File: config.mk
export PLATFORM = sky130hd
export DESIGN_NAME = memmu_point_writer_flat
export DESIGN_NICKNAME = d
export VERILOG_FILES = /design/src/rtl/memmu_point_writer_if.sv /design/src/rtl/memmu_point_writer.sv /design/src/flat_wrapper.sv
export SDC_FILE = /design/constraint.sdc
export NUM_CORES = 2
export LEC_CHECK = 0
export BUFFER_PORTS_ARGS = -buffer_cell sky130_fd_sc_hd__buf_2
export CORE_ASPECT_RATIO = 1.1
export CORE_MARGIN = 5
export CORE_UTILIZATION = 35
export CTS_CLUSTER_SIZE = 30
export DETAILED_ROUTE_END_ITERATION = 10
export PLACE_DENSITY = 0.5
export SETUP_SLACK_MARGIN = 0.15
export SYNTH_ARGS = -nofsm -noshare
export SYNTH_HDL_FRONTEND = slang
export SYNTH_SLANG_ARGS = --single-unit
File: constraint.sdc
create_clock -name i_SYSTEM_clk -period 14.7 [get_ports i_SYSTEM_clk]
set_input_delay 2.205 -clock i_SYSTEM_clk [delete_from_list [all_inputs] [get_ports i_SYSTEM_clk]]
set_output_delay 2.205 -clock i_SYSTEM_clk [all_outputs]
set_load 0.02 [all_outputs]
File: src/rtl/memmu_point_writer_if.sv
`default_nettype none
// ============================================================================
//  Module      : memmu_point_writer_if
//  Description : Single-beat AXI4 write channel bundle (AW, W and B) between
//                the point writer (master) and point-cloud memory (slave).
//  Signals     : awaddr/awvalid/awready    write address channel
//                wdata/wstrb/wlast/wvalid/wready  write data channel
//                bresp/bvalid/bready       write response channel
//  Revision    : 1.0 - initial release
// ============================================================================
interface memmu_point_writer_if #(
    parameter int ADDR_WIDTH = 32,
    parameter int DATA_WIDTH = 64
);
    logic [ADDR_WIDTH-1:0]   awaddr;
    logic                    awvalid;
    logic                    awready;
    logic [DATA_WIDTH-1:0]   wdata;
    logic [DATA_WIDTH/8-1:0] wstrb;
    logic                    wlast;
    logic                    wvalid;
    logic                    wready;
    logic [1:0]              bresp;
    logic                    bvalid;
    logic                    bready;

    modport master (
        output awaddr, awvalid, wdata, wstrb, wlast, wvalid, bready,
        input  awready, wready, bresp, bvalid
    );

    modport slave (
        input  awaddr, awvalid, wdata, wstrb, wlast, wvalid, bready,
        output awready, wready, bresp, bvalid
    );
endinterface
`default_nettype wire

File: src/rtl/memmu_point_writer.sv
`default_nettype none
// ============================================================================
//  Module      : memmu_point_writer
//  Description : Buffers MemMU point writes (address + payload) in a FIFO and
//                drains them as single-beat AXI4 writes to point-cloud memory.
//                Counts completed writes per frame and pulses o_frameDone once
//                every write of the previous frame has been acknowledged.
//  Ports       : i_SYSTEM_clk / i_SYSTEM_rst   clock, async active-low reset
//                i_MemMU_*  / o_MemMU_ready    point write request handshake
//                i_SIU_newFrame                one-cycle new-frame pulse
//                m_axi                         AXI4 write master (AW, W, B)
//                o_writeCount                  writes done in current frame
//                o_lastFrameCount              writes done in previous frame
//                o_frameDone                   previous frame fully in memory
//                o_status                      [0] busy [1] full [2] bresp err
//                                              [3] overflow [4] frame pending
//                                              [15:8] fill level
//  Revision    : 1.0 - initial release
// ============================================================================
module memmu_point_writer #(
    parameter int FIFO_DEPTH = 16,
    parameter int ADDR_WIDTH = 32,
    parameter int DATA_WIDTH = 64
) (
    input  wire logic                  i_SYSTEM_clk,
    input  wire logic                  i_SYSTEM_rst,
    input  wire logic                  i_MemMU_valid,
    output logic                       o_MemMU_ready,
    input  wire logic [ADDR_WIDTH-1:0] i_MemMU_pointWriteAddress,
    input  wire logic [DATA_WIDTH-1:0] i_MemMU_pointWritePayload,
    input  wire logic                  i_SIU_newFrame,
    memmu_point_writer_if.master       m_axi,
    output logic [18:0]                o_writeCount,
    output logic [18:0]                o_lastFrameCount,
    output logic                       o_frameDone,
    output logic [31:0]                o_status
);

    localparam int c_PTR_W   = (FIFO_DEPTH > 1) ? $clog2(FIFO_DEPTH) : 1;
    localparam int c_CNT_W   = c_PTR_W + 1;
    localparam int c_ENTRY_W = ADDR_WIDTH + DATA_WIDTH;

    localparam logic [c_CNT_W-1:0] c_FULL      = c_CNT_W'(FIFO_DEPTH);
    localparam logic [18:0]        c_COUNT_MAX = 19'h7FFFF;

    typedef enum logic [1:0] {
        S_IDLE  = 2'd0,
        S_ISSUE = 2'd1,
        S_RESP  = 2'd2
    } state_t;

    // ------------------------------------------------------------------------
    // Declarations
    // ------------------------------------------------------------------------
    logic [c_ENTRY_W-1:0]  r_mem [FIFO_DEPTH];
    logic [c_PTR_W-1:0]    r_wr_ptr;
    logic [c_PTR_W-1:0]    r_rd_ptr;
    logic [c_CNT_W-1:0]    r_count;
    logic [c_CNT_W-1:0]    w_count_next;
    logic                  r_ready;
    logic                  r_overflow;
    logic                  r_pending;
    logic                  w_pending_next;
    logic                  w_frame_done;
    logic                  r_frame_done;
    logic [18:0]           r_write_count;
    logic [18:0]           r_last_frame_count;

    logic                  w_push;
    logic                  w_pop;
    logic                  w_full;
    logic                  w_busy;
    logic [c_ENTRY_W-1:0]  w_head;
    logic [ADDR_WIDTH-1:0] w_head_addr;
    logic [DATA_WIDTH-1:0] w_head_data;
    logic [8:0]            w_fill9;
    logic [7:0]            w_fill8;

    state_t                r_state;
    state_t                w_state_next;
    logic                  r_awvalid;
    logic                  w_awvalid_next;
    logic                  r_wvalid;
    logic                  w_wvalid_next;
    logic                  r_bready;
    logic                  w_bready_next;
    logic [ADDR_WIDTH-1:0] r_awaddr;
    logic [ADDR_WIDTH-1:0] w_awaddr_next;
    logic [DATA_WIDTH-1:0] r_wdata;
    logic [DATA_WIDTH-1:0] w_wdata_next;
    logic                  r_bresp_err;
    logic                  w_bresp_err_next;
    logic                  w_b_accept;
    logic                  w_aw_done;
    logic                  w_w_done;

    // ------------------------------------------------------------------------
    // Write buffer
    // ------------------------------------------------------------------------
    // Ready is a register, so a request seen while ready is low is lost and
    // only flagged; the requester is expected to honour ready.
    assign w_push = i_MemMU_valid && r_ready;
    assign w_full = (r_count == c_FULL);
    assign w_head = r_mem[r_rd_ptr];
    assign w_head_addr = w_head[c_ENTRY_W-1:DATA_WIDTH];
    assign w_head_data = w_head[DATA_WIDTH-1:0];

    always_ff @(posedge i_SYSTEM_clk) begin
        if (w_push) begin
            r_mem[r_wr_ptr] <= {i_MemMU_pointWriteAddress, i_MemMU_pointWritePayload};
        end
    end

    always_comb begin
        w_count_next = r_count;
        if (w_push && !w_pop) begin
            w_count_next = r_count + c_CNT_W'(1);
        end else if (!w_push && w_pop) begin
            w_count_next = r_count - c_CNT_W'(1);
        end
    end

    // A frame closes only once the buffer is empty and the last response has
    // been taken, so everything counted is guaranteed to be in memory.
    assign w_frame_done = r_pending && (r_count == '0) && (r_state == S_IDLE);

    always_comb begin
        w_pending_next = r_pending;
        if (w_frame_done) begin
            w_pending_next = 1'b0;
        end else if (i_SIU_newFrame) begin
            w_pending_next = 1'b1;
        end
    end

    always_ff @(posedge i_SYSTEM_clk or negedge i_SYSTEM_rst) begin
        if (!i_SYSTEM_rst) begin
            r_wr_ptr           <= '0;
            r_rd_ptr           <= '0;
            r_count            <= '0;
            r_ready            <= 1'b0;
            r_overflow         <= 1'b0;
            r_pending          <= 1'b0;
            r_frame_done       <= 1'b0;
            r_write_count      <= '0;
            r_last_frame_count <= '0;
        end else begin
            if (w_push) begin
                r_wr_ptr <= r_wr_ptr + c_PTR_W'(1);
            end
            if (w_pop) begin
                r_rd_ptr <= r_rd_ptr + c_PTR_W'(1);
            end
            r_count   <= w_count_next;
            r_pending <= w_pending_next;
            // Looking at the next-cycle fill and pending state keeps ready
            // exact without a combinational path from the request.
            r_ready   <= (w_count_next != c_FULL) && !w_pending_next;
            if (i_MemMU_valid && !r_ready) begin
                r_overflow <= 1'b1;
            end
            r_frame_done <= w_frame_done;
            if (w_frame_done) begin
                r_last_frame_count <= r_write_count;
                r_write_count      <= '0;
            end else if (w_b_accept && (r_write_count != c_COUNT_MAX)) begin
                r_write_count <= r_write_count + 19'd1;
            end
        end
    end

    // ------------------------------------------------------------------------
    // AXI write FSM
    // ------------------------------------------------------------------------
    always_ff @(posedge i_SYSTEM_clk or negedge i_SYSTEM_rst) begin
        if (!i_SYSTEM_rst) begin
            r_state     <= S_IDLE;
            r_awvalid   <= 1'b0;
            r_wvalid    <= 1'b0;
            r_bready    <= 1'b0;
            r_awaddr    <= '0;
            r_wdata     <= '0;
            r_bresp_err <= 1'b0;
        end else begin
            r_state     <= w_state_next;
            r_awvalid   <= w_awvalid_next;
            r_wvalid    <= w_wvalid_next;
            r_bready    <= w_bready_next;
            r_awaddr    <= w_awaddr_next;
            r_wdata     <= w_wdata_next;
            r_bresp_err <= w_bresp_err_next;
        end
    end

    always_comb begin
        w_state_next     = r_state;
        w_awvalid_next   = r_awvalid;
        w_wvalid_next    = r_wvalid;
        w_bready_next    = r_bready;
        w_awaddr_next    = r_awaddr;
        w_wdata_next     = r_wdata;
        w_bresp_err_next = r_bresp_err;
        w_pop            = 1'b0;
        w_b_accept       = 1'b0;
        w_aw_done        = 1'b0;
        w_w_done         = 1'b0;

        case (r_state)
            S_IDLE: begin
                if (r_count != '0) begin
                    w_pop          = 1'b1;
                    w_awaddr_next  = w_head_addr;
                    w_wdata_next   = w_head_data;
                    w_awvalid_next = 1'b1;
                    w_wvalid_next  = 1'b1;
                    w_state_next   = S_ISSUE;
                end
            end

            S_ISSUE: begin
                // A channel counts as done if it handshook earlier (valid
                // already dropped) or is handshaking in this cycle.
                w_aw_done = !r_awvalid || m_axi.awready;
                w_w_done  = !r_wvalid  || m_axi.wready;
                if (r_awvalid && m_axi.awready) begin
                    w_awvalid_next = 1'b0;
                end
                if (r_wvalid && m_axi.wready) begin
                    w_wvalid_next = 1'b0;
                end
                if (w_aw_done && w_w_done) begin
                    w_bready_next = 1'b1;
                    w_state_next  = S_RESP;
                end
            end

            S_RESP: begin
                if (m_axi.bvalid) begin
                    w_bready_next = 1'b0;
                    w_b_accept    = 1'b1;
                    if (m_axi.bresp != 2'b00) begin
                        w_bresp_err_next = 1'b1;
                    end
                    w_state_next = S_IDLE;
                end
            end

            default: begin
                w_state_next = S_IDLE;
            end
        endcase
    end

    // ------------------------------------------------------------------------
    // Outputs
    // ------------------------------------------------------------------------
    assign m_axi.awaddr  = r_awaddr;
    assign m_axi.awvalid = r_awvalid;
    assign m_axi.wdata   = r_wdata;
    assign m_axi.wstrb   = '1;
    assign m_axi.wlast   = 1'b1;
    assign m_axi.wvalid  = r_wvalid;
    assign m_axi.bready  = r_bready;

    assign o_MemMU_ready    = r_ready;
    assign o_writeCount     = r_write_count;
    assign o_lastFrameCount = r_last_frame_count;
    assign o_frameDone      = r_frame_done;

    // Fill level field is 8 bits wide; a 256-deep buffer reports 255 when full.
    assign w_busy  = (r_state != S_IDLE) || (r_count != '0);
    assign w_fill9 = 9'(r_count);
    assign w_fill8 = w_fill9[8] ? 8'hFF : w_fill9[7:0];

    assign o_status = {16'd0, w_fill8, 3'd0, r_pending, r_overflow,
                       r_bresp_err, w_full, w_busy};

endmodule
`default_nettype wire

File: src/flat_wrapper.sv
// flat-port wrapper written by rule: the top's interface ports become plain ports
module memmu_point_writer_flat 
#(
    parameter int FIFO_DEPTH = 16,
    parameter int ADDR_WIDTH = 32,
    parameter int DATA_WIDTH = 64
)
  (i_SYSTEM_clk, i_SYSTEM_rst, i_MemMU_valid, o_MemMU_ready, i_MemMU_pointWriteAddress, i_MemMU_pointWritePayload, i_SIU_newFrame, o_writeCount, o_lastFrameCount, o_frameDone, o_status, m_axi_awaddr, m_axi_awvalid, m_axi_wdata, m_axi_wstrb, m_axi_wlast, m_axi_wvalid, m_axi_bready, m_axi_awready, m_axi_wready, m_axi_bresp, m_axi_bvalid);
  memmu_point_writer_if #(.ADDR_WIDTH(ADDR_WIDTH), .DATA_WIDTH(DATA_WIDTH)) m_axi_i ();
  input  wire logic i_SYSTEM_clk;
  input  wire logic i_SYSTEM_rst;
  input  wire logic i_MemMU_valid;
  output logic o_MemMU_ready;
  input  wire logic [ADDR_WIDTH-1:0] i_MemMU_pointWriteAddress;
  input  wire logic [DATA_WIDTH-1:0] i_MemMU_pointWritePayload;
  input  wire logic i_SIU_newFrame;
  output logic [18:0] o_writeCount;
  output logic [18:0] o_lastFrameCount;
  output logic o_frameDone;
  output logic [31:0] o_status;
  output wire logic [$bits(m_axi_i.awaddr)-1:0] m_axi_awaddr;
  output wire logic [$bits(m_axi_i.awvalid)-1:0] m_axi_awvalid;
  output wire logic [$bits(m_axi_i.wdata)-1:0] m_axi_wdata;
  output wire logic [$bits(m_axi_i.wstrb)-1:0] m_axi_wstrb;
  output wire logic [$bits(m_axi_i.wlast)-1:0] m_axi_wlast;
  output wire logic [$bits(m_axi_i.wvalid)-1:0] m_axi_wvalid;
  output wire logic [$bits(m_axi_i.bready)-1:0] m_axi_bready;
  input wire logic [$bits(m_axi_i.awready)-1:0] m_axi_awready;
  input wire logic [$bits(m_axi_i.wready)-1:0] m_axi_wready;
  input wire logic [$bits(m_axi_i.bresp)-1:0] m_axi_bresp;
  input wire logic [$bits(m_axi_i.bvalid)-1:0] m_axi_bvalid;
  assign m_axi_awaddr = m_axi_i.awaddr;
  assign m_axi_awvalid = m_axi_i.awvalid;
  assign m_axi_wdata = m_axi_i.wdata;
  assign m_axi_wstrb = m_axi_i.wstrb;
  assign m_axi_wlast = m_axi_i.wlast;
  assign m_axi_wvalid = m_axi_i.wvalid;
  assign m_axi_bready = m_axi_i.bready;
  assign m_axi_i.awready = m_axi_awready;
  assign m_axi_i.wready = m_axi_wready;
  assign m_axi_i.bresp = m_axi_bresp;
  assign m_axi_i.bvalid = m_axi_bvalid;
  memmu_point_writer #(.FIFO_DEPTH(FIFO_DEPTH), .ADDR_WIDTH(ADDR_WIDTH), .DATA_WIDTH(DATA_WIDTH)) u_core (.i_SYSTEM_clk(i_SYSTEM_clk), .i_SYSTEM_rst(i_SYSTEM_rst), .i_MemMU_valid(i_MemMU_valid), .o_MemMU_ready(o_MemMU_ready), .i_MemMU_pointWriteAddress(i_MemMU_pointWriteAddress), .i_MemMU_pointWritePayload(i_MemMU_pointWritePayload), .i_SIU_newFrame(i_SIU_newFrame), .m_axi(m_axi_i), .o_writeCount(o_writeCount), .o_lastFrameCount(o_lastFrameCount), .o_frameDone(o_frameDone), .o_status(o_status));
endmodule
Word level (Yosys, flattened, before mapping)
Memory sizes are Yosys's and may differ from the RTL's. A register that Yosys moved wholly into a read port is not among the register bits. Index checks and enable logic that the tools add are counted.

RAM bits: 1536. Memories kept: 1. Input bits: 105. Register bits: 61. Word-level logic and storage cells: 89.

Mux-type cells: 24. Reductions and logical operators: 35. Equal/unequal tests: 10. Add/subtract/negate cells: 5.

Memories: u_core.r_mem (depth 16, width 96, read ports 1, clocked after Yosys merged registers in 1, write ports 1, RTL line memmu_point_writer.sv:55) `logic [c_ENTRY_W-1:0] r_mem [FIFO_DEPTH];`.

Operators by type and width (number): two-way mux 19 bit (2); adder 19 x 1 -> 19 bit, second input constant (1); != test 19 bit, second input constant (1); AND reduction 3 bit (5); two-way mux 1 bit (13); logical AND 1 bit (11); two-way mux 5 bit (2); nonzero test 2 bit (5); adder 4 x 1 -> 4 bit, second input constant (2); zero test 1 bit (7); two-way mux 2 bit (3); != test 2 x 1 -> 1 bit, second input constant (3); case mux 1 bit (2 select lines) (3); case mux 2 bit (3 select lines) (1); adder 5 x 1 -> 5 bit, second input constant (1); equality test 5 bit, second input constant (1); zero test 5 bit (1); != test 5 bit, second input constant (1); nonzero test 5 bit (1); subtractor 5 x 1 -> 5 bit, second input constant (1); != test 2 bit, second input constant (2); logical OR 1 bit (3); equality test 2 x 1 -> 1 bit, second input constant (1); equality test 2 bit, second input constant (1); other kinds (2) (2).

Longest topological paths before layout
Depth in word-level cells: 8. Mapped depth: 10. Depth with buffers taken out: 8.

Least setup slack after synthesis
OpenSTA, ideal clock, no wires.

Path type: input -> register. Start point: input i_MemMU_valid. End point: memory u_core.r_mem[3][0] (netlist bit), enable pin. Slack: 4.704 ns. Buffers on the path: 1. Setup time: 0.668 ns. Stages: 4. Arrival time: 9.328 ns. Cell sequence: and2_1 -> clkbuf_1 -> nand2_1 -> nor3_1.

Cells in the longest elaborated chain, start to end: 3.

RTL lines: start, declared (RTL line flat_wrapper.sv:12) `input wire logic i_MemMU_valid;`; logical AND 1 bit (RTL line memmu_point_writer.sv:102) `assign w_push = i_MemMU_valid && r_ready;`; two-way mux 1 bit (RTL line memmu_point_writer.sv:109) `if (w_push) begin`; two-way mux 1 bit (implied by the code) (RTL line memmu_point_writer.sv:110) `r_mem[r_wr_ptr] <= {i_MemMU_pointWriteAddress, i_MemMU_pointWritePayload};`; end, declared (RTL line memmu_point_writer.sv:55).

Every way passes these cells.

Final worst setup path
Start point: input i_MemMU_valid. End point: memory u_core.r_mem[7][76] (netlist bit), enable pin.

Same word-level chain as after synthesis.

==> summary.md <==
| Metric | Value |
|---|---|
| Most instantiated cells after synthesis | `edfxtp_1, mux4_2, dfrtp_1` |
| Wire per inst | `27.4 um` |
| Vias in the first global route | `31300` |
| DRT Wirelength | `153 mm` |
| Slew margin rel. | `0.169` |
| Gr usage total | `0.160` |
| Minimum clock period | `5.10 ns` |
| Asr flop ratio synth | `0.0927` |
| CTS HTree Levels | `4` |
| CP Capture Type | `register` |
| Maximum vdd drop | `0.167 mV` |
| Syn Inst Count | `2685` |
| #FFs+latches synth | `1693` |
| Power density cells | `183 mW/mm^2` |
| Setup Viol. Count Final | `0` |
| Area growth, synth to finish | `14.9%` |
| Clk_lat worst skew | `0.81 ns` |
| Setup TNS | `0 ns` |
| Final Cycle Share | `0.347` |
| Post-route DRC | `0` |
| Post-CTS Resized | `0` |
| Port Buffers | `253` |
| First DRT Iteration DRCs | `2296` |
| Largest net degree at the start of global routing | `143` |
| Sequential area share after synthesis | `0.779` |
| Setup slack, reg-to-reg | `10.37 ns` |
| Core Area | `0.183 sq mm` |
| Drt first pass iters | `5` |
| I/O Pins | `285` |
| Total gr overflow | `0` |
| RSZ-0062 raised after global routing | `no` |
| Clk pin slew, worst setup/hold paths | `0.06 ns` |
| Max Buffers Root-to-Sink | `3` |
| Vias/cell | `5.17` |
| Most common cell in the synthesized netlist | `edfxtp_1` |
| Core Rows | `165` |
| CP startpoint kind | `input port` |
| Die Width | `419 um` |
| Die Ht | `459 um` |
| Clock skew | `0.0356 ns` |
| Hold-fix buffers at CTS | `0` |
| Nets | `3134` |
| Fmax | `0.196 GHz` |
| Ys Warns | `0` |
| Synthesized cell area | `0.0643 sq mm` |
| DP HPWL | `82.2 mm` |
| Root buffer cell | `clkbuf_16` |
| Share of layout cells above drive strength 1 | `0.361` |
| Slew @ Worst Pin | `1.25 ns` |
| Slew Viols, Final | `0` |
| CTS tree | `done` |
| Crit path largest cell delay | `0.96 ns` |
| Share of the synthesized area in the top cell type | `0.718` |
| Delay-heaviest family, CP | `buffers and inverters` |
| Hold Fails Final Rpt | `0` |
| WP buf/inv | `3` |
| Die ar. | `0.192 sq mm` |
| Status | `complete, no violations` |
| Starting Density | `0.351` |
| Post-CTS setup buffer count | `0` |
| Reg2Reg Depth | `5` |
| Synth top area cells | `edfxtp_1, mux4_2, dfrtp_1, mux2_2, buf_4` |
| LEAKAGE | `23.8 nW` |
| Placer Congestion | `0.758` |
| CP required | `15.12 ns` |
| CP max stage cell | `buf_4` |
| Max-Cap Viols | `0` |
| Mean post-synth cell area | `23.9 sq um` |
| Worst min path class | `reg2reg` |
| CP Data Arrival Time | `5.52 ns` |
| Synth cell types | `50` |
| Antenna Nets Post-Route | `0` |
| Fin Hold WS | `0.468 ns` |
| Initial antenna violation count | `40` |
| WHS Path Cells | `1` |
| Multi-input logic area | `0.0134 sq mm` |
| Layout Cells excl Fill | `5598` |
| DP Cell Count | `5265` |
| Critical path, cell by cell | `buf_2 -> and2_1 -> nand2_1 -> nor2_4 -> buf_4 -> buf_4` |
| First-pass GRT wire length | `224 mm` |
| Post-synth EDFFs | `1536` |
| Cts bufs inserted | `175` |
| Storage cell area | `0.0501 sq mm` |
| Fillers | `16041` |
| Post-synth top flop | `edfxtp_1` |
| Clock sink total | `1693` |
| Crit path max fanout | `54` |
| Crit path kind | `in2reg` |
| Most used cell, CP | `buf_4` |
| Vias | `28950` |
| CP Depth | `6` |
| Cell taking the most area after synthesis | `edfxtp_1` |
[layout make-up]
class                   instances  share of cell area
diodes                          7            0.000237
inverters                      17            0.000864
clock inverters                86              0.0111
well taps                    2421              0.0410
repair buffers                297              0.0229
flip-flops and latches       1693               0.678
multi-input cells             837               0.182
clock buffers                 240              0.0638
[flip-flops by register name, summed over array words and instances (netlist names), 2 cells and up]
name,cells
u_core.o_lastFrameCount,19
u_core.r_wr_ptr,4
u_core.r_mem,1536
u_core.o_writeCount,19
u_core.r_state,2
u_core.r_count,5
u_core.r_rd_ptr,4
u_core.m_axi.wdata,64
u_core.m_axi.awaddr,32
[layout by cell type, fill, tap and decap left out, types with 9 or more instances in the layout]
master and n:
clkinv_2 26, clkinv_1 27, nor2_4 12, clkbuf_1 56, buf_4 37, clkbuf_16 175
mux4_2 480, mux2_2 99, inv_6 10, nand2_1 70, clkbuf_8 9, nor2_1 22
a21oi_1 11, conb_1 31, o21ai_0 13, buf_2 252, inv_1 16, dfrtp_1 153
edfxtp_1 1536
[layer usage]
metal  vias up  GRT usage  share of wire
met3       252     0.0318          0.051
met2       773      0.274           0.51
met4        24     0.0382          0.020
met5         -          0         0.0011
li1      12012          -              -
met1     15889      0.212           0.42
[where the power goes]
group          internal [W]  switching, W
logic               0.00176       0.00171
clock network       0.00241       0.00187
registers           0.00548      0.000314
total               0.00965       0.00389
[final timing paths]
check | start | end
setup / recovery | i_MemMU_valid | u_core.r_mem[7][76]$_DFFE_PP_
hold / removal | u_core.r_overflow$_DFFE_PN0P_ | u_core.r_overflow$_DFFE_PN0P_
setup reg to reg | u_core.r_rd_ptr[0]$_DFFE_PN0P_ | u_core.m_axi.wdata[35]$_DFFE_PN0P_
hold reg to reg | u_core.r_overflow$_DFFE_PN0P_ | u_core.r_overflow$_DFFE_PN0P_
max in group asynchronous | i_SYSTEM_rst | u_core.m_axi.awaddr[4]$_DFFE_PN0P_
min in group asynchronous | i_SYSTEM_rst | u_core.m_axi.wdata[49]$_DFFE_PN0P_
[logic make-up (layout without fill, tap and decap cells)]
logic type	after synthesis	in the layout	synth area share
XOR/XNOR	15	15	0.00204
flip-flops	1693	1693	0.779
multiplexers	581	581	0.186
other	2	38	0.000117
AO/OA/AOI/OAI	49	49	0.00483
buffers and inverters	184	640	0.0161
adder cells (fa/ha/maj)	8	8	0.00156
AND/OR/NAND/NOR	153	153	0.0109
[metrics by stage]
step / utilization / setup WS, ns / power, W / cell area (sq um)
2_1_floorplan: - / 4.70 / 0.00839 / 64400
3_3_place_gp: 0.372 / 8.76 / 0.00945 / 68300
3_5_place_dp: 0.372 / 8.66 / 0.00949 / 68300
4_1_cts: 0.403 / 9.54 / 0.0138 / 73800
5_1_grt: 0.403 / 9.45 / 0.0142 / 73800
6_report: 0.403 / 9.60 / 0.0135 / 73800
Note: power is estimated with default switching activity, not from simulation.
